File: config.mk
export PLATFORM = sky130hd
export DESIGN_NAME = inst_sequencer
export DESIGN_NICKNAME = d
export VERILOG_FILES = /design/src/rtl/inst_sequencer_pkg.sv /design/src/rtl/xmem_burst.sv /design/src/rtl/inst_sequencer.sv
export SDC_FILE = /design/constraint.sdc
export NUM_CORES = 1
export LEC_CHECK = 0
export CORE_UTILIZATION = 34
export DETAILED_ROUTE_END_ITERATION = 10
export PLACE_DENSITY_LB_ADDON = 0.3
export SLEW_MARGIN = 20
export SYNTH_ARGS = -nofsm -noshare
export SYNTH_HDL_FRONTEND = slang
export SYNTH_SLANG_ARGS = --single-unit
File: constraint.sdc
create_clock -name clk -period 15.9 [get_ports clk]
set_clock_uncertainty 0.15 [all_clocks]
set_input_delay 3.18 -clock clk [delete_from_list [all_inputs] [get_ports clk]]
set_output_delay 3.18 -clock clk [all_outputs]
set_load 0.05 [all_outputs]
File: src/rtl/inst_sequencer_pkg.sv
`default_nettype none
// ============================================================================
// Module      : inst_sequencer_pkg
// Description : Core instruction field positions, idle word and FSM states.
// Revision    : 1.0
// ============================================================================
package inst_sequencer_pkg;

    localparam int c_ADDR_W = 11;

    localparam int c_BIT_LOAD        = 0;
    localparam int c_BIT_EXECUTE     = 1;
    localparam int c_BIT_L0_WR       = 2;
    localparam int c_BIT_L0_RD       = 3;
    localparam int c_BIT_OFIFO_RD    = 6;
    localparam int c_A_XMEM_LSB      = 7;
    localparam int c_BIT_WEN_XMEM    = 18;
    localparam int c_BIT_CEN_XMEM    = 19;
    localparam int c_A_PMEM_LSB      = 20;
    localparam int c_BIT_WEN_PMEM    = 31;
    localparam int c_BIT_CEN_PMEM    = 32;
    localparam int c_BIT_ACC         = 33;
    localparam int c_BIT_PASSTHROUGH = 34;
    localparam int c_BIT_REN_PMEM    = 35;

    // Both SRAMs deselected with write-enable high (bits 32, 31, 19, 18).
    localparam logic [63:0] c_IDLE_WORD = 64'h0000_0001_800C_0000;

    localparam logic [3:0] c_ST_IDLE = 4'd0;
    localparam logic [3:0] c_ST_WRD  = 4'd1;
    localparam logic [3:0] c_ST_WLD  = 4'd2;
    localparam logic [3:0] c_ST_ARD  = 4'd3;
    localparam logic [3:0] c_ST_EXE  = 4'd4;
    localparam logic [3:0] c_ST_DRN  = 4'd5;
    localparam logic [3:0] c_ST_PRD  = 4'd6;
    localparam logic [3:0] c_ST_PWR  = 4'd7;
    localparam logic [3:0] c_ST_FIN  = 4'd8;

endpackage
`default_nettype wire

File: src/rtl/xmem_burst.sv
`default_nettype none
// ============================================================================
// Module      : xmem_burst
// Description : xmem read address and one-cycle-delayed l0_wr for a burst.
// Revision    : 1.0
// ============================================================================
module xmem_burst
    import inst_sequencer_pkg::*;
#(
    parameter int IDX_W = 12
) (
    input  logic [IDX_W-1:0]    idx_i,
    input  logic [IDX_W-1:0]    len_i,
    input  logic [c_ADDR_W-1:0] base_i,
    output logic                rd_en_o,
    output logic [c_ADDR_W-1:0] addr_o,
    output logic                l0_wr_o
);

    // Reads occupy idx 0..len-1; l0_wr trails them at idx 1..len.
    assign rd_en_o = (idx_i < len_i);
    assign addr_o  = base_i + idx_i[c_ADDR_W-1:0];
    assign l0_wr_o = (idx_i != '0) && (idx_i <= len_i);

endmodule
`default_nettype wire

File: src/rtl/inst_sequencer.sv
`default_nettype none
// ============================================================================
// Module      : inst_sequencer
// Description : Weight-stationary tile-pass sequencer driving the core inst word.
// Revision    : 1.0
// ============================================================================
module inst_sequencer
    import inst_sequencer_pkg::*;
#(
    parameter int ROW = 8,
    parameter int COL = 8,
    parameter int TMO = 1023
) (
    input  logic        clk,
    input  logic        reset,
    input  logic        start,
    input  logic [10:0] n_act,
    input  logic [10:0] w_base,
    input  logic [10:0] a_base,
    input  logic [10:0] p_base,
    input  logic        acc_en,
    input  logic        ofifo_valid,
    output logic [63:0] inst,
    output logic        busy,
    output logic        done,
    output logic        err
);

    logic [3:0]  state_q, state_d;
    logic [11:0] cnt_q, cnt_d;
    logic [10:0] k_q, k_d, n_q, n_d;
    logic [10:0] wb_q, wb_d, ab_q, ab_d, pb_q, pb_d;
    logic        acc_q, acc_d, rd_q, rd_d, err_q, err_d;
    logic [63:0] inst_q, inst_d;
    logic        busy_q, done_q;

    logic        w_wrd_rd, w_wrd_l0, w_ard_rd, w_ard_l0;
    logic [10:0] w_wrd_addr, w_ard_addr;

    always_comb begin
        state_d = state_q;
        cnt_d   = cnt_q;
        k_d     = k_q;
        n_d     = n_q;
        wb_d    = wb_q;
        ab_d    = ab_q;
        pb_d    = pb_q;
        acc_d   = acc_q;
        rd_d    = rd_q;
        err_d   = err_q;
        case (state_q)
            c_ST_IDLE: if (start) begin
                n_d     = n_act;
                wb_d    = w_base;
                ab_d    = a_base;
                pb_d    = p_base;
                acc_d   = acc_en;
                err_d   = 1'b0;
                cnt_d   = '0;
                k_d     = '0;
                rd_d    = 1'b0;
                state_d = (n_act == '0) ? c_ST_FIN : c_ST_WRD;
            end
            c_ST_WRD: if (cnt_q == 12'(ROW)) begin
                state_d = c_ST_WLD;
                cnt_d   = '0;
            end else cnt_d = cnt_q + 12'd1;
            c_ST_WLD: if (cnt_q == 12'(COL)) begin
                state_d = c_ST_ARD;
                cnt_d   = '0;
            end else cnt_d = cnt_q + 12'd1;
            c_ST_ARD: if (cnt_q == {1'b0, n_q}) begin
                state_d = c_ST_EXE;
                cnt_d   = '0;
            end else cnt_d = cnt_q + 12'd1;
            c_ST_EXE: if (cnt_q == {1'b0, n_q} - 12'd1) begin
                state_d = c_ST_DRN;
                cnt_d   = '0;
            end else cnt_d = cnt_q + 12'd1;
            c_ST_DRN: if (ofifo_valid) begin
                state_d = c_ST_PRD;
                cnt_d   = '0;
                k_d     = '0;
                rd_d    = 1'b1;
            end else if (cnt_q == 12'(TMO - 1)) begin
                state_d = c_ST_FIN;
                cnt_d   = '0;
                err_d   = 1'b1;
            end else cnt_d = cnt_q + 12'd1;
            // rd_q marks a PRD cycle that actually issued the pmem read.
            c_ST_PRD: if (rd_q) begin
                state_d = c_ST_PWR;
                rd_d    = 1'b0;
            end else rd_d = ofifo_valid;
            c_ST_PWR: if (k_q == n_q - 11'd1) begin
                state_d = c_ST_FIN;
            end else begin
                state_d = c_ST_PRD;
                k_d     = k_q + 11'd1;
                rd_d    = ofifo_valid;
            end
            c_ST_FIN: state_d = c_ST_IDLE;
            default:  state_d = c_ST_IDLE;
        endcase
    end

    xmem_burst #(.IDX_W(12)) u_wrd_burst (
        .idx_i   (cnt_d),
        .len_i   (12'(ROW)),
        .base_i  (wb_d),
        .rd_en_o (w_wrd_rd),
        .addr_o  (w_wrd_addr),
        .l0_wr_o (w_wrd_l0)
    );

    xmem_burst #(.IDX_W(12)) u_ard_burst (
        .idx_i   (cnt_d),
        .len_i   ({1'b0, n_d}),
        .base_i  (ab_d),
        .rd_en_o (w_ard_rd),
        .addr_o  (w_ard_addr),
        .l0_wr_o (w_ard_l0)
    );

    // The word is built from next-state values so inst lines up with state_q.
    always_comb begin
        inst_d = c_IDLE_WORD;
        case (state_d)
            c_ST_WRD: begin
                if (w_wrd_rd) begin
                    inst_d[c_BIT_CEN_XMEM]                = 1'b0;
                    inst_d[c_A_XMEM_LSB +: c_ADDR_W]      = w_wrd_addr;
                end
                inst_d[c_BIT_L0_WR] = w_wrd_l0;
            end
            c_ST_WLD: if (cnt_d < 12'(COL)) begin
                inst_d[c_BIT_LOAD]  = 1'b1;
                inst_d[c_BIT_L0_RD] = 1'b1;
            end
            c_ST_ARD: begin
                if (w_ard_rd) begin
                    inst_d[c_BIT_CEN_XMEM]                = 1'b0;
                    inst_d[c_A_XMEM_LSB +: c_ADDR_W]      = w_ard_addr;
                end
                inst_d[c_BIT_L0_WR] = w_ard_l0;
            end
            c_ST_EXE: begin
                inst_d[c_BIT_EXECUTE] = 1'b1;
                inst_d[c_BIT_L0_RD]   = 1'b1;
            end
            c_ST_PRD: if (rd_d) begin
                inst_d[c_BIT_CEN_PMEM]           = 1'b0;
                inst_d[c_BIT_REN_PMEM]           = 1'b1;
                inst_d[c_A_PMEM_LSB +: c_ADDR_W] = pb_d + k_d;
            end
            c_ST_PWR: begin
                inst_d[c_BIT_CEN_PMEM]           = 1'b0;
                inst_d[c_BIT_WEN_PMEM]           = 1'b0;
                inst_d[c_A_PMEM_LSB +: c_ADDR_W] = pb_d + k_d;
                inst_d[c_BIT_OFIFO_RD]           = 1'b1;
                inst_d[c_BIT_ACC]                = acc_d;
                inst_d[c_BIT_PASSTHROUGH]        = ~acc_d;
            end
            default: ;
        endcase
    end

    always_ff @(posedge clk) begin
        if (reset) begin
            state_q <= c_ST_IDLE;
            cnt_q   <= '0;
            k_q     <= '0;
            n_q     <= '0;
            wb_q    <= '0;
            ab_q    <= '0;
            pb_q    <= '0;
            acc_q   <= 1'b0;
            rd_q    <= 1'b0;
            err_q   <= 1'b0;
            inst_q  <= c_IDLE_WORD;
            busy_q  <= 1'b0;
            done_q  <= 1'b0;
        end else begin
            state_q <= state_d;
            cnt_q   <= cnt_d;
            k_q     <= k_d;
            n_q     <= n_d;
            wb_q    <= wb_d;
            ab_q    <= ab_d;
            pb_q    <= pb_d;
            acc_q   <= acc_d;
            rd_q    <= rd_d;
            err_q   <= err_d;
            inst_q  <= inst_d;
            busy_q  <= (state_d != c_ST_IDLE);
            done_q  <= (state_d == c_ST_FIN);
        end
    end

    assign inst = inst_q;
    assign busy = busy_q;
    assign done = done_q;
    assign err  = err_q;

endmodule
`default_nettype wire

==> results.md, run 1 <==
- Status: finished, final reports clean
- Most common cell in the netlist: dfxtp_1
- Worst vdd ir: 0.05134 mV
- Pwr dens: 79.19 nW/um^2
- Synth area leader: dfxtp_1
- Delay-heaviest family, CP: compound AO/OA/AOI/OAI gates
- Net count, final: 970
- Post-route cell area: 8235 um^2
- Vias: 5740
- Final worst slack: 8436 ps
- Final period util: 0.4694
- GR Overflow Total: 0
- WP data arrival: 7560 ps
- Post-Syn Instances: 825
- FF/Latch Area: 2182 um^2
- Tot GR Track Use: 0.1595
- WL/cell: 14.77 um
- DRT Pass-1 Iters: 4
- DP Area: 7950 um^2
- Post-synth EDFFs: 0
- # port buffers: 84
- Die width: 146.4 um
- Vias in the first global route: 5512
- Synth top cells by count: dfxtp_1 (109), nor2_1 (65), nor2b_1 (61)
- Initial Utilization: 0.3482
- Via/cell ratio: 5.004
- Asr flop ratio synth: 0
- # diodes: 0
- Max_cap viols: 0
- CTS H-tree depth: 3
- Top_reg_cell synth: dfxtp_1
- Post-cts sizing count: 0
- Share of cells above drive strength 1: 0.07070
- TritonCTS clock tree: done
- Syn Area/Cell: 8.596 um^2
- Largest net degree at the start of global routing: 81
- Static leakage power: 3.335 nW
- Die footprint: 21440 um^2
- Slew @ Worst Pin: 1058 ps
- Setup violations, final: 0
- TNS Setup: 0 ps
- Worst setup SP type: input pin
- Min-delay worst type: flop to flop
- Setup CP Type: input pin to flop
- Drc violations: 0
- Post-CTS setup buffer count: 0
- Post-DP HPWL: 12.66 mm
- Pre-CTS WS: 8078 ps
- Sinks on Clock Net: 109
- Core area: 20360 um^2
- CP max FO: 21
- Minimum clock period: 7464 ps
- Max Clk Rate: 134.0 MHz
- Fill count: 2057
- RSZ-0062 raised after global routing: no
- Die Ht: 146.4 um
- Mapped Area: 7092 um^2
- CTS Buffer Depth: 2
- Io pins: 116
- Fin. Hold Viols: 0
- RD Place Congestion: 0.8388
- Global-route wire length before repair: 27.68 mm
- CP Capture Type: flop
- Most used cell, CP: a21oi_1
- Worst-path clk slew: 70 ps
- Detail Route Antenna Nets: 0
- Design Power: 652.1 uW
- Critical path required time: 16000 ps
- Yosys cell types: 73
- # hold bufs at CTS: 0
- P&R area growth vs syn: 16.13%
- Clock root buffer: clkbuf_16
- Synthesized flop and latch total: 109
- Crit path buffers/inverters: 2
- Final Slew Violations: 0
- Slew margin rel.: 0.2852
- CP max stage delay: 600 ps
- Cts bufs inserted: 9
- Multi-input gate area: 4444 um^2
- Critical path's slowest cell: clkdlybuf4s50_1
- Detailed Route WL: 16.94 mm
- Worst hold slack: 328.1 ps
- Register area share after synthesis: 0.3077
- Initial DRC Count: 303
- Skew-Pair Late Insertion Delay: 350 ps
- Critical Path, Cell by Cell: clkdlybuf4s50_1, nor2_1, nor2b_1, a21oi_1, o21a_1, mux2_2, inv_1, ha_1, fa_1, a21o_1, a21oi_1, o21bai_1, a21oi_1, o21bai_1, a21oi_1, o21bai_1, a21oi_1, xor2_1, a32o_1
- Initial antenna violation count: 0
- Top-area cell type share of the netlist area: 0.3077
- Ys Warns: 0
- Synth top area cells: dfxtp_1 (31%), ha_1 (8.1%), xnor2_1 (5.9%)
- FP Rows: 52
-- metal layers --
metal | GRT usage | part of all wire | vias to the layer above
li1 | - | - | 2945
met3 | 0.02438 | 0.033 | 18
met4 | 0.05052 | 0.015 | 0
met2 | 0.2536 | 0.45 | 105
met5 | 0 | 0 | -
met1 | 0.2206 | 0.50 | 2672
-- sequential cells by signal (all words and copies together), names as in the netlist, 4 cells and up --
register and flops:
cnt_q 12, ab_q 11, state_q 4, wb_q 11, k_q 11, inst 33, n_q 11, pb_q 11
-- metrics by stage --
| stage | cells | utilization |
|---|---|---|
| after floorplan | 854 | - |
| after global placement | 1131 | 0.3904 |
| after detailed placement | 1131 | 0.3904 |
| after CTS | 1147 | 0.4044 |
| after global routing | 1147 | 0.4044 |
| final | 1147 | 0.4044 |
-- layout make-up --
| class | count | area share |
|---|---|---|
| inverter | 34 | 0.01550 |
| multi-input combinational | 631 | 0.5397 |
| tap | 270 | 0.04102 |
| timing repair buffer | 87 | 0.1042 |
| clock buffer | 11 | 0.02947 |
| sequential | 109 | 0.2650 |
| clock inverter | 5 | 0.005166 |
-- worst reg2reg max path, delay by kind of cell (launching register included) --
| family | cells | cell delay, ps |
|---|---|---|
| xor gates and xnor gates | 1 | 90 |
| and+or+nand+nor | 3 | 1540 |
| buffers and inverters | 2 | 180 |
| muxes | 1 | 320 |
| DFF | 1 | 370 |
| adders and majority gates | 3 | 840 |
| AOI/OAI and AO/OA | 12 | 2540 |
-- final timing paths --
kind | from | to | slack [ps] | depth (start not counted)
worst min-delay path | err$_SDFFE_PP0P_ | err$_SDFFE_PP0P_ | 330 | 2
worst min register to register | err$_SDFFE_PP0P_ | err$_SDFFE_PP0P_ | 330 | 2
worst max register to register | n_q[0]$_SDFF_PP0_ | inst[17]$_SDFF_PP0_ | 9750 | 22
worst max-delay path | ofifo_valid | inst[17]$_SDFF_PP0_ | 8440 | 19
-- layout by cell type (no fill, tap or decap), drive strengths merged, types with 18 or more instances in the layout --
cell type / synthesis / layout
nor2b: 61 / 61
mux2: 31 / 31
o21ai: 45 / 45
nand2: 33 / 33
ha: 46 / 46
mux2i: 18 / 18
dfxtp: 109 / 109
inv: 34 / 36
a21oi: 42 / 42
conb: 2 / 31
nor2: 65 / 65
clkdlybuf4s50: 0 / 83
xnor2: 48 / 48
-- logic make-up (layout without fill, tap and decap cells) --
group | after synthesis | count (layout) | share of synthesized area
AO/OA/AOI/OAI | 175 | 175 | 0.1620
multiplexers | 49 | 49 | 0.07463
AND/OR/NAND/NOR | 264 | 264 | 0.2061
buffers and inverters | 114 | 137 | 0.08116
other | 2 | 31 | 0.001059
XOR/XNOR | 63 | 63 | 0.07781
adder cells (fa/ha/maj) | 49 | 49 | 0.08963
flip-flops | 109 | 109 | 0.3077
-- power by group --
part	switching, mW	internal [mW]
clock network	0.105	0.112
logic	0.0831	0.0602
registers	0.00820	0.283
(Power assumes the default switching activity.)
==> run 2, diff against run 1 <==
==> constraint.sdc (replaced) <==
create_clock -name clk -period 7.8 [get_ports clk]
set_clock_uncertainty 0.15 [all_clocks]
set_input_delay 1.56 -clock clk [delete_from_list [all_inputs] [get_ports clk]]
set_output_delay 1.56 -clock clk [all_outputs]
set_load 0.05 [all_outputs]
==> run 2 against run 1 <==
  * Global-route usage grew 0.51 points
  * Setup slack lost 6700 ps
  * Wire length grew 0.68%
  * Clock power grew 110%
==> results.md, run 2 (synthesis gave the netlist of run 1 again) <==
- Status: finished, final reports clean (unchanged)
- Inst Count DP: 1131 (unchanged)
- Pwr dens: 162.3 nW/um^2 (was 79.19 nW/um^2)
- Global-route wire length before repair: 28.19 mm (was 27.68 mm)
- # port buffers: 84 (unchanged)
- Hold Path End: err$_SDFFE_PP0P_ (unchanged)
- CTS H-tree depth: 3 (unchanged)
- Clock root buffer: clkbuf_16 (unchanged)
- Static leakage power: 3.340 nW (was 3.335 nW)
- Initial antenna violation count: 0 (unchanged)
- Final period util: 0.7773
- Detailed Route WL: 17.06 mm (was 16.94 mm)
- Post-CTS setup buffer count: 0 (unchanged)
- Worst setup SP type: flop (was input pin)
- CTS Buffer Depth: 2 (unchanged)
- Share of cells above drive strength 1: 0.07070 (unchanged)
- Delay-heaviest family, CP: compound AO/OA/AOI/OAI gates (unchanged)
- Max_cap viols: 0 (unchanged)
- Min-delay worst type: flop to flop (unchanged)
- # diodes: 0 (unchanged)
- Fill count: 2080 (was 2057)
- Worst hold start: err$_SDFFE_PP0P_ (unchanged)
- Worst hold slack: 318.8 ps (was 328.1 ps)
- Max FFs per register: 33 (unchanged)
- Initial DRC Count: 359 (was 303)
- Final Slew Violations: 0 (unchanged)
- CP startpoint: n_q[0]$_SDFF_PP0_ (was ofifo_valid)
- Via/cell ratio: 5.063 (was 5.004)
- Finished Layout Cells: 1147 (unchanged)
- Core area: 20360 um^2 (unchanged)
- Initial Utilization: 0.3482 (unchanged)
- Slew @ Worst Pin: 943.8 ps (was 1058 ps)
- Crit path buffers/inverters: 2 (unchanged)
- R2R Path Start: n_q[0]$_SDFF_PP0_ (unchanged)
- Critical path's slowest cell: nor4_1 (was clkdlybuf4s50_1)
- CP max FO: 21 (unchanged)
- Die footprint: 21440 um^2 (unchanged)
- CP max stage delay: 700 ps (was 600 ps)
- Die width: 146.4 um (unchanged)
- Critical path required time: 7900 ps (was 16000 ps)
- Post-cts sizing count: 0 (unchanged)
- CP Capture Type: flop (unchanged)
- P&R area growth vs syn: 16.13% (unchanged)
- Vias: 5807 (was 5740)
- Post-DP HPWL: 12.90 mm (was 12.66 mm)
- Reg2reg path depth: 22 (unchanged)
- DRT Pass-1 Iters: 8 (was 4)
- RD Place Congestion: 0.8368 (was 0.8388)
- Largest net degree at the start of global routing: 81 (unchanged)
- GR Overflow Total: 0 (unchanged)
- Die Ht: 146.4 um (unchanged)
- Post-layout util: 0.4044 (unchanged)
- # hold bufs at CTS: 0 (unchanged)
- DP Area: 7950 um^2 (unchanged)
- Critical Path, Cell by Cell: inv_1, ha_1, nor3b_2, xnor2_1, a222oi_1, o2111ai_1, nor4_1, o21a_1, mux2_2, inv_1, ha_1, fa_1, a21o_1, a21oi_1, o21bai_1, a21oi_1, o21bai_1, a21oi_1, o21bai_1, a21oi_1, xor2_1, a32o_1 (was clkdlybuf4s50_1, nor2_1, nor2b_1, a21oi_1, o21a_1, mux2_2, inv_1, ha_1, fa_1, a21o_1, a21oi_1, o21bai_1, a21oi_1, o21bai_1, a21oi_1, o21bai_1, a21oi_1, xor2_1, a32o_1)
- Reg2Reg Setup Slack: 1740 ps (was 9750 ps)
- Fin. Hold Viols: 0 (unchanged)
- Minimum clock period: 6063 ps
- Net count, final: 970 (unchanged)
- Worst vdd ir: 0.1078 mV (was 0.05134 mV)
- Setup violations, final: 0 (unchanged)
- TritonCTS clock tree: done (unchanged)
- Cts bufs inserted: 9 (unchanged)
- WP data arrival: 6160 ps (was 7560 ps)
- Drc violations: 0 (unchanged)
- WL/cell: 14.87 um (was 14.77 um)
- Detail Route Antenna Nets: 0 (unchanged)
- Most used cell, CP: a21oi_1 (unchanged)
- Vias in the first global route: 5584 (was 5512)
- Reg2reg end: inst[17]$_SDFF_PP0_ (unchanged)
- Setup CP Type: flop to flop (was input pin to flop)
- Skew-Pair Late Insertion Delay: 360 ps (was 350 ps)
- Post-route cell area: 8235 um^2 (unchanged)
- Hold path depth: 2 (unchanged)
- Leading cell type in the layout, fill and taps excluded: dfxtp_1 (unchanged)
- Tot GR Track Use: 0.1646 (was 0.1595)
- Slew margin rel.: 0.3626 (was 0.2852)
- Io pins: 116 (unchanged)
- TNS Setup: 0 ps (unchanged)
- Most frequent cells in the layout: dfxtp_1 (109), clkdlybuf4s50_1 (83), nor2_1 (65) (unchanged)
- Sinks on Clock Net: 109 (unchanged)
- FP Rows: 52 (unchanged)
- Max Clk Rate: 164.9 MHz
- Worst-path clk slew: 80 ps (was 70 ps)
- RSZ-0062 raised after global routing: no (unchanged)
[run 2: cell type report]
class	count	area (um^2)	area share
Clock inverter	5	42.54	0.005166
Multi-Input combinational cell	631	4444	0.5397
Timing Repair Buffer	87	858.3	0.1042
Sequential cell	109	2182	0.2650
Inverter	34	127.6	0.01550
Tap cell	270	337.8	0.04102
Clock buffer	11	242.7	0.02947
[run 2: metrics by stage]
stage / setup WS, ps / power, mW
6_report: 1737 / 1.337
5_1_grt: 1266 / 1.405
2_1_floorplan: 2577 / 0.8367
3_5_place_dp: 1574 / 0.8992
4_1_cts: 1741 / 1.355
3_3_place_gp: 1703 / 0.8986
[run 2: where the power goes]
group	internal [mW]	total (mW)	switching, mW
Sequential	0.577	0.594	0.0167
Combinational	0.123	0.293	0.171
Clock	0.231	0.450	0.219
[run 2: how the worst max path moves through the flow]
stage / end / slack (ps) / cells past startpoint
CTS: inst[17]$_SDFF_PP0_ / 1740 / 22
finish: inst[17]$_SDFF_PP0_ / 1740 / 22
floorplan: inst[17]$_SDFF_PP0_ / 2580 / 24
detailed placement: inst[17]$_SDFF_PP0_ / 1570 / 19
global route: inst[17]$_SDFF_PP0_ / 1270 / 20
global placement: inst[17]$_SDFF_PP0_ / 1700 / 19
[run 2: metal layers]
metal	part of all wire	track usage	routed length, um	up-vias
met1	0.48	0.2231	8235	2704
li1	-	-	-	2944
met5	0	0	0	-
met2	0.46	0.2633	7846	140
met4	0.015	0.04792	252	0
met3	0.042	0.03281	723	19
[run 2: tightest hold or removal path, cell delays in order, from the launching register on]
cell	delay (ps)
dfxtp_1	320
inv_1	50
a211oi_1	50
==> run 3, diff against run 2 <==
==> constraint.sdc (replaced) <==
create_clock -name clk -period 4.87 [get_ports clk]
set_clock_uncertainty 0.15 [all_clocks]
set_input_delay 0.974 -clock clk [delete_from_list [all_inputs] [get_ports clk]]
set_output_delay 0.974 -clock clk [all_outputs]
set_load 0.05 [all_outputs]
==> run 3 against run 2 <==
  * Highest routed layer unchanged
  * Combinational power up 88%
  * Die area unchanged
  * Worst hold slack worse by 8.4 ps
  * Sequential power up 59%
  * Sequential share of layout area down 2.6 points
==> results.md, run 3 (synthesis gave the netlist of run 1 again) <==
- Status: finished, final reports clean (unchanged)
- CP max FO: 7 (was 21)
- Worst Setup EP: inst[17]$_SDFF_PP0_ (unchanged)
- RD Place Congestion: 0.8783 (was 0.8368)
- Worst-path clk slew: 70 ps (was 80 ps)
- CP max stage delay: 640 ps (was 700 ps)
- Die width: 146.4 um (unchanged)
- Max FFs per register: 33 (unchanged)
- Min-delay worst type: flop to flop (unchanged)
- Vias: 6258 (was 5807)
- Sinks on Clock Net: 109 (unchanged)
- FF/Latch Area: 2183 um^2 (was 2182 um^2)
- GR Overflow Total: 0 (unchanged)
- Initial DRC Count: 382 (was 359)
- Reg2reg path depth: 21 (was 22)
- Share of cells above drive strength 1: 0.2006 (was 0.07070)
- CTS H-tree depth: 3 (unchanged)
- Max_cap viols: 0 (unchanged)
- Core area: 20360 um^2 (unchanged)
- Inst Count DP: 1204 (was 1131)
- TNS Setup: 0 ps (unchanged)
- Vias in the first global route: 5888 (was 5584)
- Final period util: 0.9995 (was 0.7773)
- Setup violations, final: 0 (unchanged)
- CP startpoint: n_q[2]$_SDFF_PP0_ (was n_q[0]$_SDFF_PP0_)
- Reg2Reg Setup Slack: 2 ps (was 1740 ps)
- FP Rows: 52 (unchanged)
- Tot GR Track Use: 0.1741 (was 0.1646)
- Max Clk Rate: 205.4 MHz (was 164.9 MHz)
- Worst setup SP type: flop (unchanged)
- Multi-input gate area: 4649 um^2 (was 4444 um^2)
- Largest net degree at the start of global routing: 62 (was 81)
- Critical Path, Cell by Cell: or4_4, nor3_4, xnor2_2, xnor2_1, nor4_2, buf_4, o21a_1, buf_6, buf_6, nor2_1, o21ai_1, o31ai_2, ha_1, a21o_1, a21o_1, a211oi_2, o21ai_2, a211o_1, nor3_2, buf_4, a32o_1 (was inv_1, ha_1, nor3b_2, xnor2_1, a222oi_1, o2111ai_1, nor4_1, o21a_1, mux2_2, inv_1, ha_1, fa_1, a21o_1, a21oi_1, o21bai_1, a21oi_1, o21bai_1, a21oi_1, o21bai_1, a21oi_1, xor2_1, a32o_1)
- Initial Utilization: 0.3482 (unchanged)
- Minimum clock period: 4868 ps (was 6063 ps)
- # hold bufs at CTS: 0 (unchanged)
- DP Area: 8517 um^2 (was 7950 um^2)
- DRT Pass-1 Iters: 5 (was 8)
- Fin. Hold Viols: 0 (unchanged)
- Slew margin rel.: 0.3004 (was 0.3626)
- Finished Layout Cells: 1237 (was 1147)
- # port buffers: 84 (unchanged)
- WP data arrival: 5010 ps (was 6160 ps)
- Post-DP HPWL: 14.10 mm (was 12.90 mm)
- Die Ht: 146.4 um (unchanged)
- CTS Buffer Depth: 2 (unchanged)
- Post-route cell area: 9124 um^2 (was 8235 um^2)
- Detailed Route WL: 18.64 mm (was 17.06 mm)
- Cts bufs inserted: 9 (unchanged)
- Static leakage power: 3.816 nW (was 3.340 nW)
- Detail Route Antenna Nets: 0 (unchanged)
- CP Capture Type: flop (unchanged)
- Die footprint: 21440 um^2 (unchanged)
- R2R Path Start: n_q[2]$_SDFF_PP0_ (was n_q[0]$_SDFF_PP0_)
- Design Power: 2.207 mW (was 1.337 mW)
- Critical path required time: 5020 ps (was 7900 ps)
- Net count, final: 1060 (was 970)
- Io pins: 116 (unchanged)
- # diodes: 0 (unchanged)
- Drc violations: 0 (unchanged)
- TritonCTS clock tree: done (unchanged)
- Slew @ Worst Pin: 1046 ps (was 943.8 ps)
- Fill count: 2027 (was 2080)
- Pwr dens: 241.9 nW/um^2 (was 162.3 nW/um^2)
- Global-route wire length before repair: 29.90 mm (was 28.19 mm)
- RSZ-0062 raised after global routing: yes (was no)
- Worst vdd ir: 0.1559 mV (was 0.1078 mV)
- Via/cell ratio: 5.059 (was 5.063)
- Critical path's slowest cell: or4_4 (was nor4_1)
- Most frequent cells in the layout: dfxtp_1 (108), buf_4 (88), clkdlybuf4s50_1 (83) (was dfxtp_1 (109), clkdlybuf4s50_1 (83), nor2_1 (65))
- Final Slew Violations: 0 (unchanged)
- Reg2reg end: inst[17]$_SDFF_PP0_ (unchanged)
- Setup CP Type: flop to flop (unchanged)
- WL/cell: 15.06 um (was 14.87 um)
- Skew-Pair Late Insertion Delay: 360 ps (about the same)
- Clock root buffer: clkbuf_16 (unchanged)
- Initial antenna violation count: 0 (unchanged)
- P&R area growth vs syn: 28.65% (was 16.13%)
- Leading cell type in the layout, fill and taps excluded: dfxtp_1 (unchanged)
[run 3: changes by cell type in the layout (fill, tap and decap cells not counted), moves of 5 or more]
| cell | delta |
|---|---|
| buf_4 | +85 |
| a21oi_2 | +11 |
| a21oi_1 | -11 |
| o21ai_2 | +5 |
| o21ai_0 | -15 |
| o21ai_1 | +10 |
[run 3: worst max-delay path: cells and delay by family, from the launching register on]
kind / cells / cell delay, ps
buf+inv: 4 / 610
simple gates: 5 / 1470
fa+ha+maj: 1 / 300
flops: 1 / 410
xor+xnor: 2 / 280
compound gates: 9 / 1600
[run 3: area by class of cell]
| class | count | share of cell area |
|---|---|---|
| flip-flops and latches | 109 | 0.2393 |
| inverters | 34 | 0.01399 |
| clock buffers | 9 | 0.02468 |
| clock inverters | 7 | 0.005485 |
| well taps | 270 | 0.03703 |
| repair buffers | 177 | 0.1699 |
| multi-input cells | 631 | 0.5096 |
[run 3: layer usage]
metal | up-vias | routed length (um) | track usage
li1 | 3121 | - | -
met1 | 2967 | 8868 | 0.2350
met2 | 151 | 8781 | 0.2862
met3 | 19 | 789 | 0.03156
met4 | 0 | 196 | 0.04115
met5 | - | 0 | 0
[run 3: power by group]
group	total [mW]	internal, mW	switching (mW)
clock network	0.710	0.349	0.360
registers	0.945	0.924	0.0212
logic	0.552	0.248	0.304
[run 3: worst min-delay path by stage]
stage	slack, ps	depth (start not counted)	to	startpoint
global placement	300	2	err$_SDFFE_PP0P_	err$_SDFFE_PP0P_
finish	310	2	err$_SDFFE_PP0P_	err$_SDFFE_PP0P_
floorplan	320	2	acc_q$_SDFF_PP0_	acc_q$_SDFF_PP0_
CTS	310	2	err$_SDFFE_PP0P_	err$_SDFFE_PP0P_
global route	360	2	err$_SDFFE_PP0P_	err$_SDFFE_PP0P_
detailed placement	300	2	err$_SDFFE_PP0P_	err$_SDFFE_PP0P_
[run 3: metrics by stage]
stage,utilization,setup slack (ps),hold slack [ps]
floorplan,-,14.63,319.3
global placement,0.4182,-159.1,296.5
detailed placement,0.4182,-182.9,296.5
CTS,0.4341,-101.8,311.4
global route,0.4480,-217.0,358.4
finish,0.4480,2.221,310.4
[run 3: what timing repair did]
action / CTS / global route
pin swaps: 1 / 40
cloned: 0 / 1
setup buffers: 1 / 15
endpoints found under the setup margin: 14 / 17
gates resized for setup: 10 / 56
